### src/rtl/lsu_pkg.sv
// rtl/lsu_pkg.sv - shared funct3 codes, state encoding and request legality check for the load/store unit
package lsu_pkg;

    localparam logic [2:0] F3_LB  = 3'b000;
    localparam logic [2:0] F3_LH  = 3'b001;
    localparam logic [2:0] F3_LW  = 3'b010;
    localparam logic [2:0] F3_LBU = 3'b100;
    localparam logic [2:0] F3_LHU = 3'b101;

    localparam logic [2:0] F3_SB  = 3'b000;
    localparam logic [2:0] F3_SH  = 3'b001;
    localparam logic [2:0] F3_SW  = 3'b010;

    typedef enum logic [1:0] {
        IDLE = 2'd0,
        RD   = 2'd1,
        WR   = 2'd2,
        DONE = 2'd3
    } lsu_state_t;

    // A request is rejected if its funct3 is undefined for its direction or its address
    // is not naturally aligned to the access size (funct3[1:0] encodes the size).
    function automatic logic lsu_bad_req(input logic       is_store,
                                         input logic [2:0] funct3,
                                         input logic [1:0] addr_lo);
        logic illegal;
        logic misaligned;
        if (is_store) begin
            illegal = (funct3 != F3_SB) && (funct3 != F3_SH) && (funct3 != F3_SW);
        end else begin
            illegal = (funct3 != F3_LB) && (funct3 != F3_LH) && (funct3 != F3_LW) &&
                      (funct3 != F3_LBU) && (funct3 != F3_LHU);
        end
        case (funct3[1:0])
            2'b01:   misaligned = addr_lo[0];
            2'b10:   misaligned = (addr_lo != 2'b00);
            default: misaligned = 1'b0;
        endcase
        return illegal || misaligned;
    endfunction

endpackage

### src/rtl/lsu_byte_lane.sv
// rtl/lsu_byte_lane.sv - little-endian lane extraction for loads and lane merge for stores
module lsu_byte_lane
    import lsu_pkg::*;
(
    input  logic [31:0] word,
    input  logic [1:0]  addr_lo,
    input  logic [2:0]  funct3,
    input  logic [31:0] wdata,
    output logic [31:0] load_val,
    output logic [31:0] store_word
);

    logic [7:0]  byte_v;
    logic [15:0] half_v;

    // Select the addressed lane of the word and sign/zero-extend it for loads.
    always_comb begin
        byte_v   = 8'h00;
        half_v   = addr_lo[1] ? word[31:16] : word[15:0];
        load_val = 32'h0;
        case (addr_lo)
            2'b00:   byte_v = word[7:0];
            2'b01:   byte_v = word[15:8];
            2'b10:   byte_v = word[23:16];
            default: byte_v = word[31:24];
        endcase
        case (funct3)
            F3_LB:   load_val = {{24{byte_v[7]}}, byte_v};
            F3_LH:   load_val = {{16{half_v[15]}}, half_v};
            F3_LW:   load_val = word;
            F3_LBU:  load_val = {24'h0, byte_v};
            F3_LHU:  load_val = {16'h0, half_v};
            default: load_val = 32'h0;
        endcase
    end

    // Overwrite only the addressed lane; the remaining lanes come from the read word.
    always_comb begin
        store_word = word;
        case (funct3)
            F3_SB: begin
                case (addr_lo)
                    2'b00:   store_word[7:0]   = wdata[7:0];
                    2'b01:   store_word[15:8]  = wdata[7:0];
                    2'b10:   store_word[23:16] = wdata[7:0];
                    default: store_word[31:24] = wdata[7:0];
                endcase
            end
            F3_SH: begin
                if (addr_lo[1]) store_word[31:16] = wdata[15:0];
                else            store_word[15:0]  = wdata[15:0];
            end
            F3_SW:   store_word = wdata;
            default: store_word = word;
        endcase
    end

endmodule

### src/rtl/load_store_unit.sv
// rtl/load_store_unit.sv - byte/halfword/word load-store sequencer with read-modify-write for narrow stores
module load_store_unit
    import lsu_pkg::*;
#(
    parameter int unsigned WAIT_CYCLES = 1
) (
    input  logic        clk,
    input  logic        resetn,
    input  logic        start,
    input  logic        is_store,
    input  logic [2:0]  funct3,
    input  logic [31:0] addr,
    input  logic [31:0] wdata,
    output logic [31:0] rdata,
    output logic        done,
    output logic        err,
    output logic        busy,
    output logic [31:0] mem_address,
    output logic [31:0] mem_data_out,
    input  logic [31:0] mem_data_in,
    output logic        mem_we
);

    localparam int unsigned      CNT_W     = 4;
    localparam logic [CNT_W-1:0] WAIT_LAST = CNT_W'(WAIT_CYCLES - 1);

    lsu_state_t       state;
    lsu_state_t       next_state;
    logic [31:0]      addr_q;
    logic [31:0]      wdata_q;
    logic [2:0]       funct3_q;
    logic             is_store_q;
    logic             err_q;
    logic [31:0]      rdata_q;
    logic [31:0]      mem_data_out_q;
    logic [CNT_W-1:0] wait_cnt;
    logic             req_bad;
    logic [31:0]      load_val;
    logic [31:0]      store_word;

    assign req_bad      = lsu_bad_req(is_store, funct3, addr[1:0]);
    assign mem_address  = {addr_q[31:2], 2'b00};
    assign mem_data_out = mem_data_out_q;
    assign rdata        = rdata_q;
    assign err          = err_q && (state == DONE);

    lsu_byte_lane u_lane (
        .word       (mem_data_in),
        .addr_lo    (addr_q[1:0]),
        .funct3     (funct3_q),
        .wdata      (wdata_q),
        .load_val   (load_val),
        .store_word (store_word)
    );

    // State register.
    always_ff @(posedge clk or negedge resetn) begin
        if (!resetn) state <= IDLE;
        else         state <= next_state;
    end

    // Next-state decode; done/busy/mem_we come from the state register alone.
    always_comb begin
        next_state = state;
        done       = 1'b0;
        mem_we     = 1'b0;
        busy       = (state != IDLE);
        case (state)
            IDLE: begin
                if (start) begin
                    if (req_bad)                          next_state = DONE;
                    else if (is_store && funct3 == F3_SW) next_state = WR;
                    else                                  next_state = RD;
                end
            end
            RD: begin
                if (wait_cnt == '0) next_state = is_store_q ? WR : DONE;
            end
            WR: begin
                mem_we     = 1'b1;
                next_state = DONE;
            end
            DONE: begin
                done       = 1'b1;
                next_state = IDLE;
            end
            default: next_state = IDLE;
        endcase
    end

    // Request capture on acceptance, wait countdown, and read-word capture on the last RD edge.
    always_ff @(posedge clk or negedge resetn) begin
        if (!resetn) begin
            addr_q         <= 32'h0;
            wdata_q        <= 32'h0;
            funct3_q       <= 3'b000;
            is_store_q     <= 1'b0;
            err_q          <= 1'b0;
            rdata_q        <= 32'h0;
            mem_data_out_q <= 32'h0;
            wait_cnt       <= '0;
        end else begin
            case (state)
                IDLE: begin
                    if (start) begin
                        addr_q     <= addr;
                        wdata_q    <= wdata;
                        funct3_q   <= funct3;
                        is_store_q <= is_store;
                        err_q      <= req_bad;
                        rdata_q    <= 32'h0;
                        wait_cnt   <= WAIT_LAST;
                        if (!req_bad && is_store && funct3 == F3_SW) mem_data_out_q <= wdata;
                    end
                end
                RD: begin
                    if (wait_cnt == '0) begin
                        if (is_store_q) mem_data_out_q <= store_word;
                        else            rdata_q        <= load_val;
                    end else begin
                        wait_cnt <= wait_cnt - 1'b1;
                    end
                end
                default: ;
            endcase
        end
    end

endmodule

### config.mk
export PLATFORM = sky130hd
export DESIGN_NAME = load_store_unit
export DESIGN_NICKNAME = d
export VERILOG_FILES = /design/src/rtl/lsu_pkg.sv /design/src/rtl/lsu_byte_lane.sv /design/src/rtl/load_store_unit.sv
export SDC_FILE = /design/constraint.sdc
export NUM_CORES = 1
export LEC_CHECK = 0
export ABC_AREA = 1
export BUFFER_PORTS_ARGS = -buffer_cell sky130_fd_sc_hd__clkbuf_2
export CORE_ASPECT_RATIO = 0.9
export CORE_MARGIN = 2
export CORE_UTILIZATION = 60
export CTS_BUF_LIST = sky130_fd_sc_hd__clkbuf_16
export CTS_CLUSTER_DIAMETER = 60
export CTS_CLUSTER_SIZE = 10
export DETAILED_ROUTE_END_ITERATION = 12
export PLACE_DENSITY = 0.84
export RECOVER_POWER = 50
export SLEW_MARGIN = 30
export SYNTH_ARGS = -nofsm -noshare
export SYNTH_HDL_FRONTEND = slang
export SYNTH_HIERARCHICAL = 1
export SYNTH_SLANG_ARGS = --single-unit
### constraint.sdc
create_clock -name clk -period 2.5 [get_ports clk]
set_input_delay 0.25 -clock clk [delete_from_list [all_inputs] [get_ports clk]]
set_output_delay 0.25 -clock clk [all_outputs]
set_load 0.03 [all_outputs]
==> key figures, run 1 <==
Logic synthesis
  • Area contributors post-synth: sky130_fd_sc_hd__dfrtp_1, sky130_fd_sc_hd__nand2_1, sky130_fd_sc_hd__nand3_1
  • Cell count after synthesis: 1324
  • Yosys warning total: 6
  • Sequential area share after synthesis: 0.389
  • Leading post-synthesis cells by instance count: sky130_fd_sc_hd__nand2_1, sky130_fd_sc_hd__nand3_1, sky130_fd_sc_hd__dfrtp_1
  • Prevailing post-synth register cell: sky130_fd_sc_hd__dfrtp_1
  • Share of the synthesized area in the top cell type: 0.389
  • Fraction of the mapped netlist area in simple logic gates: 0.357
  • Share of synthesized flip-flops with an asynchronous set or reset: 1.00
  • Count of cell types in the netlist: 29
  • Average cell area after synthesis: 6.76 um2
  • Combinational family with the most area after synthesis: simple AND/OR/NAND/NOR gates
  • Compound-cell area share of the yosys netlist: 0.0744
  • Number of flops mapped to enable cells by yosys: 0
  • Area share of fa/ha/maj cells after synthesis: 0.0140
  • Library cell with the highest instance count after synthesis: sky130_fd_sc_hd__nand2_1
  • Cell type contributing the most total cell area after synthesis: sky130_fd_sc_hd__dfrtp_1
  • Seq cells post-synth: 139
  • Post-Syn Area: 0.00895 mm2
  • Mux cell area share after synthesis: 0.0390
  • Share of the synthesized netlist area taken by xor and xnor gates: 0.000978

Global route
  • Via count of the first global-routing pass: 8312
  • Global router's overall resource usage: 0.328
  • Maximum number of pins on one net before global-route repair: 67
  • Number of antenna violations at the first check in global routing: 0
  • Congestion Overflow GR: 0
  • Global-route wire length before repair: 41200 um

Clock tree
  • Level count of the clock H-tree: 4
  • Clock buffers created by TritonCTS: 17
  • Total number of clock tree sinks: 139
  • Max clock buf depth: 2
  • Clock latency of the later-clocked register in the worst-skew pair: 0.43 ns
  • Reg clk slew, reported paths: 0.06 ns
  • Root buffer cell: sky130_fd_sc_hd__clkbuf_16
  • CTS tree: built

Finish
  • Layout overhead on the synthesized area: 14.9%
  • Fillcell total: 1297
  • Final Core Density: 0.702
  • Post-layout instance area: 0.0103 mm2
  • Nets: 1580
  • Final antenna diode count: 0
  • Proportion of layout cells with a drive suffix above 1: 0.180

Die
  • Starting Density: 0.611
  • Die Y: 120 um
  • Top-level I/O count: 203
  • Die footprint: 0.0159 mm2
  • Chip Width: 133 um
  • Floorplan Core Area: 0.0147 mm2
  • Number of cell rows: 42

STA
  • Total setup violations reported at the end of the flow: 0
  • Final period util: 0.952
  • Fin. Hold Viols: 0
  • Post-route clock skew: 0.00698 ns
  • Setup TNS: 0 ns
  • Final-report max-slew violation count: 0
  • Slew Limit Headroom: 0.0557
  • Unrepaired setup endpoints after global routing: no
  • Minimum clock period after layout: 2.38 ns
  • Slew at the pin with the worst max-slew slack: 1.42 ns
  • Max Freq: 0.420 GHz

Routing
  • Detailed-routing iteration count for the pre-antenna-repair pass: 6
  • Iter 0 DRT Violations: 788
  • Average wire per standard cell: 15.3 um
  • Remaining number of nets flagged by the antenna check after routing: 0
  • Average via count per standard cell: 5.31
  • Total DRC errors in the routed layout: 0
  • Count of vias placed by the detailed router: 8911
  • Final Routed Wirelength: 25600 um

Setup path
  • Required time at the endpoint of the critical path: 2.86 ns
  • CP Class: flip-flop to flip-flop
  • Arrival time at the worst endpoint: 2.74 ns
  • Crit end category: flip-flop
  • Kind of start point of the critical path: flip-flop
  • Crit Path Max Fanout: 32

Placement
  • Half-perimeter wire length of the detailed placement result: 17900 um
  • Final RePlAce weighted congestion: 0.999
  • Port Buffers: 200
  • Cell Area, Placed: 0.00978 mm2

Job
  • Max Cap Viol: 0

Power and ir drop
  • Pwr dens: 1430 mW/mm2
  • IR drop worst, VDD: 0.809 mV
  • Static leakage power: 5.60 nW

Status
  • Run status: complete, no violations

Hold path
  • Worst Hold Class: primary input to flip-flop
==> report_power, final <==
part           switching (mW)  internal [mW]  leakage [nW]
logic                    6.02           2.48          3.56
registers               0.570           3.19          1.76
clock network            1.03           1.38         0.279
total                    7.63           7.05          5.60
==> final cells by class <==
type | instances | area [um2] | area share
multi-input combinational | 956 | 4380 | 0.425
sequential | 139 | 3480 | 0.338
timing repair buffer | 225 | 1140 | 0.111
inverter | 128 | 480 | 0.0467
clock buffer | 17 | 425 | 0.0413
tap | 198 | 248 | 0.0241
clock inverter | 15 | 136 | 0.0133
==> what timing repair did <==
action	CTS	global route
pin swaps	1	0
hold endpoints to repair	53	0
hold buffers	1	0
resized for setup	0	1
cloned	1	0
endpoints found under the setup margin	32	16
setup buffers	1	0
==> layer usage <==
layer / up-vias / share of wire / track usage
met4: 0 / 0.025 / 0.126
met2: 424 / 0.46 / 0.519
met3: 53 / 0.091 / 0.0807
met1: 4055 / 0.42 / 0.438
li1: 4379 / - / -
met5: - / 0 / 0
==> cell usage in the layout, fill, tap and decap left out, drive strengths merged, types with 5 or more instances in the layout <==
cell type / n
a21oi: 5
buf: 23
clkbuf: 218
clkinv: 7
dfrtp: 139
ha: 10
inv: 134
mux2: 31
nand2: 521
nand3: 142
nor2: 115
o211ai: 5
o21ai: 116
==> critical path, cell delays in order (launching register included) <==
cell	delay [ns]
sky130_fd_sc_hd__dfrtp_1	0.40
sky130_fd_sc_hd__inv_1	0.10
sky130_fd_sc_hd__ha_1	0.29
sky130_fd_sc_hd__o21ai_0	0.90
sky130_fd_sc_hd__nor2_4	0.07
sky130_fd_sc_hd__nand2_4	0.36
sky130_fd_sc_hd__nand2_1	0.11
sky130_fd_sc_hd__nand2_1	0.08
==> cell families after synthesis <==
group,after synthesis
simple gates,782
flops,139
other cells,1
mux,31
xor+xnor,1
compound gates,129
fa+ha+maj,10
buf+inv,231
==> state kept, by name, summed over array words and instances (netlist names) <==
register	count
addr_q	32
mem_data_out	32
rdata	32
wdata_q	32
wait_cnt	4
funct3_q	3
state	2
err_q	1
is_store_q	1
==> worst paths after layout <==
check	startpoint	to	slack, ns	cells after the start
max in group asynchronous	resetn	mem_data_out[29]	0.58	3
min reg2reg	mem_data_out[21]	mem_data_out[21]	0.47	2
min in group asynchronous	resetn	err_q	0.68	2
max	state[0]	mem_data_out[26]	0.12	7
max reg2reg	state[0]	mem_data_out[26]	0.12	7
min	addr[7]	addr_q[7]	0.05	2
==> metrics by stage <==
step	instances	total power, mW	worst slack, ns	hold WS, ns
after global placement	1643	11.9	0.170	0.236
after detailed placement	1643	12.1	0.0389	0.236
after CTS	1678	14.7	0.0680	0.0422
after global routing	1678	15.8	0.0260	0.0410
final	1678	14.7	0.120	0.0498
after floorplan	1325	10.5	0.869	-0.0456
Power figures use the tool's default switching activity.
==> run 2: changes to the inputs <==
--- a/config.mk
+++ b/config.mk
@@ -11,3 +11,3 @@
 export CORE_MARGIN = 2
-export CORE_UTILIZATION = 60
+export CORE_UTILIZATION = 55
 export CTS_BUF_LIST = sky130_fd_sc_hd__clkbuf_16
@@ -16,3 +16,3 @@
 export DETAILED_ROUTE_END_ITERATION = 12
-export PLACE_DENSITY = 0.84
+export PLACE_DENSITY = 0.83
 export RECOVER_POWER = 50
==> constraint.sdc (replaced) <==
create_clock -name clk -period 2.3 [get_ports clk]
set_input_delay 0.115 -clock clk [delete_from_list [all_inputs] [get_ports clk]]
set_output_delay 0.115 -clock clk [all_outputs]
set_load 0.03 [all_outputs]
==> run 2 against run 1 <==
Net effect: the run now ends with max-capacitance violations, max-slew violations left; critical path type unchanged; total power is 11% higher; clock skew rose by 0.00051 ns; critical path depth up 3; sequential share of layout area decreased by 2.2 points; worst hold slack lost 0.028 ns; largest power group unchanged; worst setup slack gained 0.17 ns.
==> key figures, run 2 (synthesis results as in run 1) <==
Routing
  • Remaining number of nets flagged by the antenna check after routing: 0 (unchanged)
  • Iter 0 DRT Violations: 983 (was 788)
  • Average via count per standard cell: 5.31 (about the same)
  • Detailed-routing iteration count for the pre-antenna-repair pass: 6 (unchanged)
  • Average wire per standard cell: 16.0 um (was 15.3 um)
  • Total DRC errors in the routed layout: 0 (unchanged)
  • Final Routed Wirelength: 28200 um (was 25600 um)
  • Count of vias placed by the detailed router: 9325 (was 8911)

STA
  • Unrepaired setup endpoints after global routing: no (unchanged)
  • Post-route clock skew: 0.00749 ns (was 0.00698 ns)
  • Minimum clock period after layout: 2.01 ns (was 2.38 ns)
  • Final-report max-slew violation count: 76 (was 0)
  • Setup TNS: 0 ns (unchanged)
  • Max Freq: 0.498 GHz (was 0.420 GHz)
  • Fin. Hold Viols: 0 (unchanged)
  • Total setup violations reported at the end of the flow: 0 (unchanged)
  • Worst hold slack after final layout: 0.0215 ns (was 0.0498 ns)
  • Final period util: 0.872 (was 0.952)
  • Slew at the pin with the worst max-slew slack: 1.72 ns (was 1.42 ns)
  • Final setup margin: 0.294 ns (was 0.120 ns)
  • Slew Limit Headroom: -0.150 (was 0.0557)

Job
  • Max Cap Viol: 1 (was 0)

Die
  • Starting Density: 0.559 (was 0.611)
  • Number of cell rows: 44 (was 42)
  • Top-level I/O count: 203 (unchanged)
  • Die Y: 125 um (was 120 um)
  • Floorplan Core Area: 0.0160 mm2 (was 0.0147 mm2)
  • Chip Width: 138 um (was 133 um)
  • Die footprint: 0.0173 mm2 (was 0.0159 mm2)

Placement
  • Half-perimeter wire length of the detailed placement result: 18900 um (was 17900 um)
  • Post-Place Worst Slack: 0.166 ns (was 0.0389 ns)
  • Final RePlAce weighted congestion: 0.939 (was 0.999)
  • Cell Area, Placed: 0.00984 mm2 (was 0.00978 mm2)
  • Port Buffers: 200 (unchanged)
  • Placed Instances: 1657 (was 1643)

Global route
  • Via count of the first global-routing pass: 8833 (was 8312)
  • Number of antenna violations at the first check in global routing: 0 (unchanged)
  • Global-route wire length before repair: 45500 um (was 41200 um)
  • Congestion Overflow GR: 0 (unchanged)
  • Maximum number of pins on one net before global-route repair: 77 (was 67)
  • Global router's overall resource usage: 0.329 (was 0.328)

Power and ir drop
  • IR drop worst, VDD: 1.16 mV (was 0.809 mV)
  • Post-route total power: 16.4 mW (was 14.7 mW)
  • Pwr dens: 1490 mW/mm2 (was 1430 mW/mm2)
  • Static leakage power: 5.82 nW (was 5.60 nW)

Finish
  • Final Core Density: 0.687 (was 0.702)
  • Layout overhead on the synthesized area: 22.9% (was 14.9%)
  • Final antenna diode count: 0 (unchanged)
  • Post-layout instance area: 0.0110 mm2 (was 0.0103 mm2)
  • Non-filler cells in the finished layout: 1757 (was 1678)
  • Commonest cells after routing, fill and taps aside: sky130_fd_sc_hd__nand2_1, sky130_fd_sc_hd__nand3_1, sky130_fd_sc_hd__dfrtp_1 (was sky130_fd_sc_hd__nand2_1, sky130_fd_sc_hd__clkbuf_2, sky130_fd_sc_hd__nand3_1)
  • Nets: 1650 (was 1580)
  • Most frequent standard cell in the layout excluding fill and tap cells: sky130_fd_sc_hd__nand2_1 (unchanged)
  • Proportion of layout cells with a drive suffix above 1: 0.158 (was 0.180)

Hold path
  • Start point of the worst min-delay path: funct3[0] (was addr[7])
  • Instance count along the most critical hold path: 3 (was 2)
  • Worst Hold Class: primary input to flip-flop (unchanged)
  • Worst Hold Path EP: funct3_q[0] (was addr_q[7])

Setup path
  • Crit Path Max Fanout: 15 (was 32)
  • Crit end category: flip-flop (unchanged)
  • Setup slack, reg-to-reg: 0.29 ns (was 0.12 ns)
  • Worst r2r path cells: 10 (was 7)
  • R2R Path End: mem_data_out[30] (was mem_data_out[26])
  • Reg-to-Reg Start: funct3_q[0] (was state[0])
  • CP Class: flip-flop to flip-flop (unchanged)
  • Required time at the endpoint of the critical path: 2.67 ns (was 2.86 ns)
  • Kind of start point of the critical path: flip-flop (unchanged)
  • Arrival time at the worst endpoint: 2.37 ns (was 2.74 ns)

Clock tree
  • Total number of clock tree sinks: 139 (unchanged)
  • Root buffer cell: sky130_fd_sc_hd__clkbuf_16 (unchanged)
  • Clock latency of the later-clocked register in the worst-skew pair: 0.43 ns (about the same)
  • Level count of the clock H-tree: 4 (unchanged)
  • Clock buffers created by TritonCTS: 17 (unchanged)
  • Reg clk slew, reported paths: 0.06 ns (about the same)
  • CTS tree: built (unchanged)
  • Max clock buf depth: 2 (unchanged)

Status
  • Violations in the final reports: max-capacitance violations, max-slew violations
  • Run status: complete, but fails checks (was complete, no violations)
## run 2: repair_timing
item,CTS,global route
endpoints found under the hold margin,140,0
hold buffers,67,0
setup endpoints to repair,0,18
gates resized for setup,0,0
setup buffers,0,1
## run 2: worst max-delay path by stage
stage | slack (ns) | end | startpoint
floorplan | 0.67 | mem_data_out[10] | state[0]
global placement | 0.34 | mem_data_out[17] | state[0]
detailed placement | 0.17 | mem_data_out[14] | state[1]
CTS | 0.14 | mem_data_out[14] | state[1]
global route | 0.09 | addr_q[3] | resetn
finish | 0.29 | mem_data_out[30] | funct3_q[0]
## run 2: critical path, cell delays in order, from the launching register on
cell and delay (ns):
sky130_fd_sc_hd__dfrtp_1 0.44, sky130_fd_sc_hd__inv_2 0.10, sky130_fd_sc_hd__nand2_2 0.13, sky130_fd_sc_hd__nor2_4 0.41
sky130_fd_sc_hd__buf_4 0.26, sky130_fd_sc_hd__nand3_1 0.09, sky130_fd_sc_hd__nand3_1 0.12, sky130_fd_sc_hd__nand2_1 0.07
sky130_fd_sc_hd__o21ai_0 0.11, sky130_fd_sc_hd__nand3_1 0.11, sky130_fd_sc_hd__nand2_1 0.09
## run 2: routing by layer
| layer | vias to the layer above | track usage | part of all wire |
|---|---|---|---|
| met5 | - | 0 | 0 |
| met1 | 4307 | 0.438 | 0.40 |
| met2 | 449 | 0.536 | 0.48 |
| li1 | 4526 | - | - |
| met3 | 43 | 0.0689 | 0.089 |
| met4 | 0 | 0.115 | 0.023 |
## run 2: power breakdown
group | total (mW) | switching, mW | internal (mW)
Clock | 2.74 | 1.21 | 1.53
Combinational | 9.48 | 6.63 | 2.86
Sequential | 4.13 | 0.664 | 3.47
## run 2: cell type report
class                   instances  area, um2
clock buffers                  17        425
clock inverters                15        159
fillers                      1377       5020
inverters                     128        480
multi-input cells             955       4370
flip-flops and latches        139       3480
well taps                     207        259
repair buffers                296       1830
==> run 3: changes to the inputs <==
--- a/config.mk
+++ b/config.mk
@@ -11,4 +11,4 @@
 export CORE_MARGIN = 2
-export CORE_UTILIZATION = 55
-export CTS_BUF_LIST = sky130_fd_sc_hd__clkbuf_16
+export CORE_UTILIZATION = 57
+export CTS_BUF_LIST = sky130_fd_sc_hd__clkbuf_8
 export CTS_CLUSTER_DIAMETER = 60
@@ -16,3 +16,3 @@
 export DETAILED_ROUTE_END_ITERATION = 12
-export PLACE_DENSITY = 0.83
+export PLACE_DENSITY = 0.86
 export RECOVER_POWER = 50
--- a/constraint.sdc
+++ b/constraint.sdc
@@ -3,2 +3,2 @@
 set_output_delay 0.115 -clock clk [all_outputs]
-set_load 0.03 [all_outputs]
+set_load 0.02 [all_outputs]
==> run 3 against run 2 <==
Net effect: the run now ends clean; worst hold slack gained 0.029 ns; cell count shrank 0.28%; clock power shrank 27%; maximum frequency shrank 6.7%; wire length grew 2.1%; non-clock buffer count is the same; combinational power shrank 5.0%; register-to-register slack lost 0.14 ns; die area shrank 3.4%; largest cell class unchanged.
==> key figures, run 3 (synthesis results as in run 1) <==
Setup path
  • Crit end category: flip-flop (unchanged)
  • Required time at the endpoint of the critical path: 2.70 ns (was 2.67 ns)
  • Kind of start point of the critical path: flip-flop (unchanged)
  • Reg-to-Reg Start: funct3_q[2] (was funct3_q[0])
  • CP max stage delay: 0.46 ns (was 0.44 ns)
  • Ordered cell list for the critical path: nor2_2 > nand2_1 > buf_4 > nor2_1 > nor2_1 > nand3_1 > nand2_1 > o21ai_0 > nand3_1 > nand2_1 (was inv_2 > nand2_2 > nor2_4 > buf_4 > nand3_1 > nand3_1 > nand2_1 > o21ai_0 > nand3_1 > nand2_1)
  • Setup slack, reg-to-reg: 0.15 ns (was 0.29 ns)
  • Slowest cell on the critical path: sky130_fd_sc_hd__dfrtp_1 (unchanged)
  • CP Class: flip-flop to flip-flop (unchanged)
  • R2R Path End: mem_data_out[18] (was mem_data_out[30])
  • Most common cell on crit path: sky130_fd_sc_hd__nand2_1 (was sky130_fd_sc_hd__nand3_1)
  • First element of the critical path: funct3_q[2] (was funct3_q[0])
  • Arrival time at the worst endpoint: 2.55 ns (was 2.37 ns)
  • Worst r2r path cells: 10 (unchanged)
  • Critical path capture point: mem_data_out[18] (was mem_data_out[30])
  • Crit Path Max Fanout: 12 (was 15)

Routing
  • Total DRC errors in the routed layout: 0 (unchanged)
  • Top routing layer in use: met4 (unchanged)
  • Remaining number of nets flagged by the antenna check after routing: 0 (unchanged)
  • Average via count per standard cell: 5.41 (was 5.31)
  • Metal2 WL: 13600 um (about the same)
  • Final Routed Wirelength: 28700 um (was 28200 um)
  • M1 WL: 11400 um (about the same)
  • Count of vias placed by the detailed router: 9486 (was 9325)
  • Average wire per standard cell: 16.4 um (was 16.0 um)
  • Detailed-routing iteration count for the pre-antenna-repair pass: 5 (was 6)
  • Metal3 WL: 2660 um (was 2490 um)
  • Iter 0 DRT Violations: 904 (was 983)

Clock tree
  • Clock buffers created by TritonCTS: 17 (unchanged)
  • Reg clk slew, reported paths: 0.09 ns (was 0.06 ns)
  • Total number of clock tree sinks: 139 (unchanged)
  • Post-CTS setup-driven buffer insertion count: 0 (unchanged)
  • Root buffer cell: sky130_fd_sc_hd__clkbuf_8 (was sky130_fd_sc_hd__clkbuf_16)
  • Max clock buf depth: 2 (unchanged)
  • CTS tree: built (unchanged)
  • Number of cells upsized or downsized after cts: 0 (unchanged)
  • Level count of the clock H-tree: 4 (unchanged)
  • Clock latency of the later-clocked register in the worst-skew pair: 0.47 ns (was 0.43 ns)
  • Hold buffer count at cts: 69 (was 67)

STA
  • Slew at the pin with the worst max-slew slack: 1.39 ns (was 1.72 ns)
  • Final-report max-slew violation count: 0 (was 76)
  • Post-route clock skew: 0.0150 ns (was 0.00749 ns)
  • Unrepaired setup endpoints after global routing: no (unchanged)
  • Max Freq: 0.465 GHz (was 0.498 GHz)
  • Setup TNS: 0 ns (unchanged)
  • Fin. Hold Viols: 0 (unchanged)
  • Minimum clock period after layout: 2.15 ns (was 2.01 ns)
  • Slew Limit Headroom: 0.0717 (was -0.150)
  • Total setup violations reported at the end of the flow: 0 (unchanged)
  • Final period util: 0.935 (was 0.872)
  • Worst hold slack after final layout: 0.0504 ns (was 0.0215 ns)

Power and ir drop
  • Static leakage power: 5.81 nW (was 5.82 nW)
  • Pwr dens: 1400 mW/mm2 (was 1490 mW/mm2)
  • IR drop worst, VDD: 0.919 mV (was 1.16 mV)
  • Post-route total power: 15.1 mW (was 16.4 mW)

Die
  • Chip Width: 136 um (was 138 um)
  • Starting Density: 0.582 (was 0.559)
  • Die Y: 123 um (was 125 um)
  • Floorplan Core Area: 0.0154 mm2 (was 0.0160 mm2)
  • Number of cell rows: 43 (was 44)
  • Die footprint: 0.0167 mm2 (was 0.0173 mm2)
  • Top-level I/O count: 203 (unchanged)

Hold path
  • Worst Hold Class: primary input to flip-flop (unchanged)

Job
  • Max Cap Viol: 0 (was 1)

Finish
  • Final antenna diode count: 0 (unchanged)
  • Combined flip-flop and latch cell area: 0.00348 mm2 (unchanged)
  • Layout overhead on the synthesized area: 20.8% (was 22.9%)
  • Proportion of layout cells with a drive suffix above 1: 0.174 (was 0.158)
  • Most frequent standard cell in the layout excluding fill and tap cells: sky130_fd_sc_hd__nand2_1 (unchanged)
  • Commonest cells after routing, fill and taps aside: sky130_fd_sc_hd__nand2_1, sky130_fd_sc_hd__clkbuf_2, sky130_fd_sc_hd__nand3_1 (was sky130_fd_sc_hd__nand2_1, sky130_fd_sc_hd__nand3_1, sky130_fd_sc_hd__dfrtp_1)
  • Area of the multi-input gates: 0.00437 mm2 (unchanged)
  • Nets: 1650 (unchanged)
  • Fillcell total: 1301 (was 1377)

Global route
  • Number of antenna violations at the first check in global routing: 0 (unchanged)
  • Maximum number of pins on one net before global-route repair: 65 (was 77)
  • Congestion Overflow GR: 0 (unchanged)
  • Via count of the first global-routing pass: 9211 (was 8833)
  • Global-route wire length before repair: 45600 um (was 45500 um)
  • Global router's overall resource usage: 0.350 (was 0.329)

Placement
  • Final RePlAce weighted congestion: 1.01 (was 0.939)
  • Port Buffers: 200 (unchanged)
  • Half-perimeter wire length of the detailed placement result: 18800 um (was 18900 um)

Status
  • Run status: complete, no violations (was complete, but fails checks)
run 3: changes by cell type in the layout (fill, tap and decap cells not counted):
cell,change
sky130_fd_sc_hd__clkbuf_1,-26
sky130_fd_sc_hd__buf_12,-1
sky130_fd_sc_hd__clkbuf_4,+1
sky130_fd_sc_hd__clkbuf_16,-17
sky130_fd_sc_hd__clkinvlp_4,-2
sky130_fd_sc_hd__inv_8,-2
sky130_fd_sc_hd__buf_2,-1
sky130_fd_sc_hd__clkbuf_8,+17
sky130_fd_sc_hd__clkinv_2,+2
sky130_fd_sc_hd__clkbuf_2,+29
sky130_fd_sc_hd__buf_4,-4
sky130_fd_sc_hd__inv_6,+5
sky130_fd_sc_hd__dlygate4sd3_1,+2
sky130_fd_sc_hd__clkinv_4,-3
run 3: how the worst min path moves through the flow:
stage	start	to	slack, ns	cells after the start
final	mem_data_in[25]	rdata[25]	0.05	5
after floorplan	resetn	addr_q[0]	-0.18	0
after global routing	mem_data_in[25]	rdata[25]	0.08	5
after CTS	mem_data_in[25]	rdata[25]	0.05	5
after detailed placement	resetn	mem_data_out[30]	0.11	1
after global placement	resetn	rdata[23]	0.11	1
run 3: metal layers:
layer | global-route usage | vias to the layer above
met5 | 0 | -
met4 | 0.171 | 0
met3 | 0.0742 | 107
met2 | 0.589 | 538
met1 | 0.432 | 4320
li1 | - | 4521
run 3: metrics by stage:
stage	util	setup slack [ns]	cells	cell area, um2
after floorplan	-	0.712	1325	8960
after global placement	0.639	0.407	1651	9830
after detailed placement	0.639	0.244	1651	9830
after CTS	0.708	0.222	1752	10900
after global routing	0.703	0.00745	1752	10800
final	0.703	0.149	1752	10800
run 3: cell type report:
type,instances,area share
Clock buffer,17,0.0216
Clock inverter,15,0.0138
Inverter,128,0.0444
Multi-Input combinational cell,955,0.404
Sequential cell,139,0.322
Tap cell,202,0.0234
Timing Repair Buffer,296,0.171
run 3: report_power, final:
part / internal (mW) / switching, mW
clock network: 0.892 / 1.10
registers: 3.46 / 0.645
logic: 2.82 / 6.19
total: 7.17 / 7.94
run 3: critical path: cells and delay by family, from the launching register on:
family,cells,cell delay (ns)
buffers and inverters,1,0.30
flip-flops,1,0.46
AND/OR/NAND/NOR,8,1.14
AO/OA/AOI/OAI,1,0.18
